===== config.mk =====
export PLATFORM = sky130hd
export DESIGN_NAME = uart_tx_ext
export DESIGN_NICKNAME = d
export VERILOG_FILES = /design/src/rtl/uart_pkg.sv /design/src/rtl/uart_sync_fifo.sv /design/src/rtl/uart_tx_ext.sv
export SDC_FILE = /design/constraint.sdc
export NUM_CORES = 1
export LEC_CHECK = 0
export BUFFER_PORTS_ARGS = -buffer_cell sky130_fd_sc_hd__buf_4
export CORE_MARGIN = 10
export CORE_UTILIZATION = 57
export DETAILED_ROUTE_END_ITERATION = 10
export HOLD_SLACK_MARGIN = 0.1
export PLACE_DENSITY = 0.74
export SYNTH_ARGS = -nofsm -noshare
export SYNTH_HDL_FRONTEND = slang
export SYNTH_HIERARCHICAL = 1
export SYNTH_SLANG_ARGS = --single-unit
export TNS_END_PERCENT = 10

===== constraint.sdc =====
create_clock -name clk -period 3.6 [get_ports clk]
set_input_delay 0.36 -clock clk [delete_from_list [all_inputs] [get_ports clk]]
set_output_delay 0.36 -clock clk [all_outputs]
set_load 0.02 [all_outputs]

===== src/rtl/uart_pkg.sv =====
// Shared UART definitions: FSM state encoding and parity mode constants.
// Used by this transmitter and by the matching receiver.
package uart_pkg;

  typedef enum logic [2:0] {
    StIdle,
    StStart,
    StData,
    StParity,
    StStop
  } uart_state_e;

  localparam int unsigned PAR_NONE = 0;
  localparam int unsigned PAR_ODD  = 1;
  localparam int unsigned PAR_EVEN = 2;

endpackage


===== src/rtl/uart_sync_fifo.sv =====
// Single-clock FIFO with power-of-two depth and an occupancy count.
// Pushes are dropped while full, even when a pop happens in the same cycle.
module uart_sync_fifo #(
  parameter int unsigned Width = 8,
  parameter int unsigned Depth = 16
) (
  input  logic                     clk,
  input  logic                     rst,
  input  logic                     push,
  input  logic [Width-1:0]         wdata,
  input  logic                     pop,
  output logic [Width-1:0]         rdata,
  output logic                     full,
  output logic                     empty,
  output logic [$clog2(Depth):0]   count
);

  localparam int unsigned PtrW = $clog2(Depth);
  localparam int unsigned CntW = PtrW + 1;

  logic [Width-1:0] mem_q [Depth];
  logic [PtrW-1:0]  wr_ptr_q, rd_ptr_q;
  logic [CntW-1:0]  count_q;
  logic             do_push, do_pop;

  assign full    = (count_q == CntW'(Depth));
  assign empty   = (count_q == '0);
  assign count   = count_q;
  assign rdata   = mem_q[rd_ptr_q];
  assign do_push = push && !full;
  assign do_pop  = pop && !empty;

  always_ff @(posedge clk) begin
    if (do_push) begin
      mem_q[wr_ptr_q] <= wdata;
    end
  end

  // Pointers wrap naturally because Depth is a power of two.
  always_ff @(posedge clk or posedge rst) begin
    if (rst) begin
      wr_ptr_q <= '0;
      rd_ptr_q <= '0;
      count_q  <= '0;
    end else begin
      if (do_push) wr_ptr_q <= wr_ptr_q + PtrW'(1);
      if (do_pop)  rd_ptr_q <= rd_ptr_q + PtrW'(1);
      case ({do_push, do_pop})
        2'b10:   count_q <= count_q + CntW'(1);
        2'b01:   count_q <= count_q - CntW'(1);
        default: count_q <= count_q;
      endcase
    end
  end

endmodule


===== src/rtl/uart_tx_ext.sv =====
// UART transmitter with transmit FIFO, configurable data bits, parity and stop bits.
// Frames are sent back-to-back with no idle gap while the FIFO holds words.
module uart_tx_ext
  import uart_pkg::*;
#(
  parameter int unsigned CLK_FREQ   = 50_000_000,
  parameter int unsigned UART_BPS   = 115200,
  parameter int unsigned DATA_BITS  = 8,
  parameter int unsigned PARITY     = 0,
  parameter int unsigned STOP_BITS  = 1,
  parameter int unsigned FIFO_DEPTH = 16
) (
  input  logic                          clk,
  input  logic                          rst,
  input  logic                          tx_valid,
  input  logic [DATA_BITS-1:0]          tx_data,
  output logic                          tx_ready,
  output logic                          uart_txd,
  output logic                          tx_busy,
  output logic [$clog2(FIFO_DEPTH):0]   fifo_count
);

  localparam int unsigned BAUD_CNT_MAX = CLK_FREQ / UART_BPS;
  localparam int unsigned BaudW = (BAUD_CNT_MAX > 1) ? $clog2(BAUD_CNT_MAX) : 1;

  if (DATA_BITS < 5 || DATA_BITS > 9) begin : g_bad_data_bits
    $error("uart_tx_ext: DATA_BITS must be in 5..9");
  end
  if (STOP_BITS != 1 && STOP_BITS != 2) begin : g_bad_stop_bits
    $error("uart_tx_ext: STOP_BITS must be 1 or 2");
  end
  if (FIFO_DEPTH < 2 || (FIFO_DEPTH & (FIFO_DEPTH - 1)) != 0) begin : g_bad_fifo_depth
    $error("uart_tx_ext: FIFO_DEPTH must be a power of two, at least 2");
  end

  uart_state_e           state_q;
  logic [BaudW-1:0]      baud_cnt_q;
  logic [3:0]            bit_cnt_q;
  logic [DATA_BITS-1:0]  shift_q;
  logic                  parity_q;
  logic                  txd_q;

  logic                  fifo_full, fifo_empty, pop, bit_end, last_stop, head_parity;
  logic [DATA_BITS-1:0]  fifo_head;

  uart_sync_fifo #(
    .Width (DATA_BITS),
    .Depth (FIFO_DEPTH)
  ) u_fifo (
    .clk   (clk),
    .rst   (rst),
    .push  (tx_valid),
    .wdata (tx_data),
    .pop   (pop),
    .rdata (fifo_head),
    .full  (fifo_full),
    .empty (fifo_empty),
    .count (fifo_count)
  );

  assign bit_end     = (baud_cnt_q == BaudW'(BAUD_CNT_MAX - 1));
  assign last_stop   = (state_q == StStop) && bit_end && (bit_cnt_q == 4'(STOP_BITS - 1));
  // A word leaves the FIFO only when a new frame starts, from idle or straight after a stop bit.
  assign pop         = !fifo_empty && ((state_q == StIdle) || last_stop);
  assign head_parity = (^fifo_head) ^ (PARITY == PAR_ODD);

  assign tx_ready = !fifo_full;
  assign uart_txd = txd_q;
  assign tx_busy  = (state_q != StIdle);

  always_ff @(posedge clk or posedge rst) begin
    if (rst) begin
      state_q    <= StIdle;
      baud_cnt_q <= '0;
      bit_cnt_q  <= '0;
      shift_q    <= '0;
      parity_q   <= 1'b0;
      txd_q      <= 1'b1;
    end else begin
      if (state_q != StIdle) begin
        baud_cnt_q <= bit_end ? '0 : baud_cnt_q + BaudW'(1);
      end
      unique case (state_q)
        StIdle: begin
          baud_cnt_q <= '0;
          bit_cnt_q  <= '0;
          if (pop) begin
            state_q  <= StStart;
            txd_q    <= 1'b0;
            shift_q  <= fifo_head;
            parity_q <= head_parity;
          end
        end
        StStart: begin
          if (bit_end) begin
            state_q   <= StData;
            txd_q     <= shift_q[0];
            shift_q   <= shift_q >> 1;
            bit_cnt_q <= '0;
          end
        end
        StData: begin
          if (bit_end) begin
            if (bit_cnt_q == 4'(DATA_BITS - 1)) begin
              bit_cnt_q <= '0;
              if (PARITY != PAR_NONE) begin
                state_q <= StParity;
                txd_q   <= parity_q;
              end else begin
                state_q <= StStop;
                txd_q   <= 1'b1;
              end
            end else begin
              bit_cnt_q <= bit_cnt_q + 4'd1;
              txd_q     <= shift_q[0];
              shift_q   <= shift_q >> 1;
            end
          end
        end
        StParity: begin
          if (bit_end) begin
            state_q <= StStop;
            txd_q   <= 1'b1;
          end
        end
        StStop: begin
          if (bit_end) begin
            if (last_stop) begin
              bit_cnt_q <= '0;
              if (pop) begin
                state_q  <= StStart;
                txd_q    <= 1'b0;
                shift_q  <= fifo_head;
                parity_q <= head_parity;
              end else begin
                state_q <= StIdle;
                txd_q   <= 1'b1;
              end
            end else begin
              bit_cnt_q <= bit_cnt_q + 4'd1;
            end
          end
        end
        default: state_q <= StIdle;
      endcase
    end
  end

endmodule


==> metrics.md <==
| Metric | Value |
|---|---|
| Run status | `finished clean` |
| GR Overflow Total | `0` |
| Type of the most critical hold path | `input port to flop` |
| Std-Cell Core Area | `12600 um^2` |
| Total of max-cap violations | `0` |
| Final Instance Area | `8240 um^2` |
| Startpoint type of the worst setup path | `flop` |
| Placed cell count | `654` |
| Root cell of the clock tree | `clkbuf_16` |
| Clock Skews | `8.84 ps` |
| Mapped Cells | `475` |
| Max Buffers Root-to-Sink | `2` |
| Antenna diode instance count | `0` |
| Leading cell type in the layout, fill and taps excluded | `edfxtp_1` |
| Number of endpoints failing setup at the final stage | `0` |
| Count of nets after finishing | `527` |
| Total power | `4.69 mW` |
| Remaining max-slew budget at the tightest pin | `32.2%` |
| Number of distinct library cells after synthesis | `66` |
| Total global routing track utilization | `16.9%` |
| Synthesized net count | `500` |
| Share of cells above drive strength 1 | `22.5%` |
| Largest fanout of any net on the critical path | `4` |
| Psw | `1.14 mW` |
| Combinational share of power | `11.0%` |
| First-pass iteration count of the detailed router | `5` |
| Critical path endpoint category | `flop` |
| Die H | `133 um` |
| Die Width | `133 um` |
| Startpoint-to-endpoint class of the critical path | `flop to flop` |
| Wire length reported by the detailed router | `14.2 mm` |
| Sinks on the clock net | `166` |
| Share of flip-flops with an asynchronous set or reset after synthesis | `22.9%` |
| Cell-by-cell trace of the critical path | `inv_1, ha_1, nor3b_2, nand3_1, a21oi_2, nor2b_1, ha_2, inv_1, fa_1, nor2b_1, o21ai_0, nand3_1, or3b_1, xnor2_1` |
| Half-perimeter wire length of the detailed placement result | `9.42 mm` |
| Max stage delay on crit path | `410 ps` |
| Footprint of the multi-input gates | `2330 um^2` |
| CTS tree | `done` |
| Worst endpoint data arrival time | `3670 ps` |
| Post-Layout Cell Count | `687` |
| Die area | `17800 um^2` |
| Vias in the first global route | `4191` |
| Post-detailed-route wirelength per cell | `20.6 um` |
| Placed instance area | `7630 um^2` |
| Worst-path cell with the longest stage delay | `fa_1` |
| Endpoint required time on the critical path | `3910 ps` |
| Starting density of the core | `58.1%` |
| Sequential cell area in the final layout | `4800 um^2` |
| Post-synth top flop | `edfxtp_1` |
| Hold Fails Final Rpt | `0` |
| Smallest setup slack after layout | `243 ps` |
| Number of port buffers | `18` |
| Clock latency reported for the late side of the worst-skew pair | `430 ps` |
| Number of inserted filler cells in the final layout | `927` |
| Register area share after synthesis | `65.4%` |
| Switching fraction of total power | `24.3%` |
| Yosys synthesis warning count | `6` |
| RSZ-0062 raised after global routing | `no` |
| Final routed DRC violation total | `0` |
| Global-route wire length before repair | `23.2 mm` |
| Standard-cell rows | `41` |
| Slew Limit Fails | `0` |
| Static Leak | `3.15 nW` |
| Final TNS setup | `0 ps` |
| Vias per std cell | `6.01` |
| Commonest cells after routing, fill and taps aside | `edfxtp_1, dfrtp_1, buf_4` |
| Cell area after synthesis | `7340 um^2` |
| Slew @ Worst Pin | `1020 ps` |
| Share of the clock period used by the worst path after layout | `93.2%` |
| Antenna violations before repair | `0` |
| GPL Wtd Cong | `0.844` |
| Largest vdd supply drop | `0.430 mV` |
| Sequential share of power | `50.5%` |
| Power Dens Cells | `569 nW/um^2` |
| DRT antenna net count | `0` |
| Internal Pwr Total | `3.55 mW` |
| Minimum setup slack after placement | `108 ps` |
| Count of state elements after synthesis | `166` |
| Clock transition at path regs | `60 ps` |
| Total CTS buffers | `17` |
| H-tree depth | `4` |
| Via count | `4127` |
| Share of power burned in the clock network | `38.5%` |
| Count of flip-flops with a built-in enable after synthesis | `128` |
| Mean post-synth cell area | `15.4 um^2` |
| Top-Level Pins | `19` |
| Largest net degree at the start of global routing | `26` |
| Highest clock rate | `298 MHz` |
| Min Tclk post-route | `3360 ps` |
| Layout overhead on the synthesized area | `12.3%` |
| Number of violations reported at the end of detailed-routing iteration 0 | `360` |
-- state kept, by name, summed over array words and instances, names as in the netlist --
register and flops:
state_q 3, bit_cnt_q 4, u_fifo/wr_ptr_q 4, shift_q 8, u_fifo/count 5, u_fifo/mem_q 128
baud_cnt_q 9, u_fifo/rd_ptr_q 4, uart_txd 1
-- kinds of logic (layout without fill, tap and decap cells) --
kind of cell    Yosys count  count (layout)  synth area share, %
mux                      65              65                 12.4
simple gates             94              94                 6.91
compound gates           77              77                 7.64
fa+ha+maj                14              14                 2.49
xor+xnor                 18              18                 2.15
buf+inv                  41              81                 3.07
flops                   166             166                 65.4
-- cell type report --
class	instances	share of cell area (%)
flip-flops and latches	166	58.2
multi-input cells	268	28.3
clock buffers	20	5.30
repair buffers	31	3.01
well taps	172	2.61
clock inverters	12	1.81
inverters	18	0.820
-- cells in the mapped netlist, types with 3 or more instances --
cell,n,area (um^2)
nand2_1,22,82.6
nor2b_1,3,18.8
a21oi_1,14,70.1
edfxtp_1,128,3840
buf_6,6,67.6
clkbuf_1,8,30.0
inv_1,18,67.6
dfrtp_1,37,926
ha_1,13,163
xor2_1,5,43.8
a22oi_1,8,60.1
o221ai_1,3,26.3
mux4_2,16,360
mux2_2,15,169
o21ai_0,25,125
nand3_1,8,40.0
mux2_4,8,120
nor3_1,5,25.0
xnor2_1,13,114
nand4_1,3,18.8
buf_2,5,25.0
nor2_1,27,101
a221oi_1,8,70.1
mux2i_1,26,260
-- worst max-delay path, delay by kind of cell (launching register included) --
| family | cells | cell delay [ps] |
|---|---|---|
| buf+inv | 2 | 200 |
| fa+ha+maj | 3 | 860 |
| flops | 1 | 390 |
| compound gates | 2 | 370 |
| xor+xnor | 1 | 130 |
| simple gates | 6 | 1270 |
-- power by group through the flow --
stage / logic [mW] / clock network, mW / registers, mW
4_1_cts: 0.521 / 1.84 / 2.37
3_5_place_dp: 0.516 / 0 / 2.41
6_report: 0.516 / 1.80 / 2.37
5_1_grt: 0.568 / 1.91 / 2.39
3_3_place_gp: 0.500 / 0 / 2.39
2_1_floorplan: 0.322 / 0 / 2.40
-- worst paths after layout --
kind	slack [ps]	end	cells past startpoint	startpoint
worst max register to register	240	u_fifo/count[4]	14	bit_cnt_q[0]
worst min register to register	500	u_fifo/count[4]	1	u_fifo/count[4]
worst min-delay path	240	u_fifo/mem_q[8][1]	1	tx_data[1]
worst max-delay path	240	u_fifo/count[4]	14	bit_cnt_q[0]
min in group asynchronous	550	u_fifo/wr_ptr_q[2]	3	rst
max in group asynchronous	2220	shift_q[4]	3	rst
-- metrics by stage --
stage	hold WS [ps]	util (%)
after detailed placement	444	60.5
after CTS	232	65.2
final	243	65.3
after global routing	254	65.3
after global placement	423	60.5
after floorplan	237	-
-- routing by layer --
layer	share of wire, %	up-vias	track usage [%]
li1	-	1874	-
met1	44	2127	21.5
met2	50	96	27.2
met3	3.5	30	3.80
met4	2.3	0	7.07
met5	0	-	0
-- what timing repair did --
action,CTS,global route
hold endpoints to repair,13,0
buffers inserted,0,0
resized for setup,0,3
setup endpoints to repair,0,1
hold buffers,1,0
No activity file was read; power rests on OpenSTA's default activity.
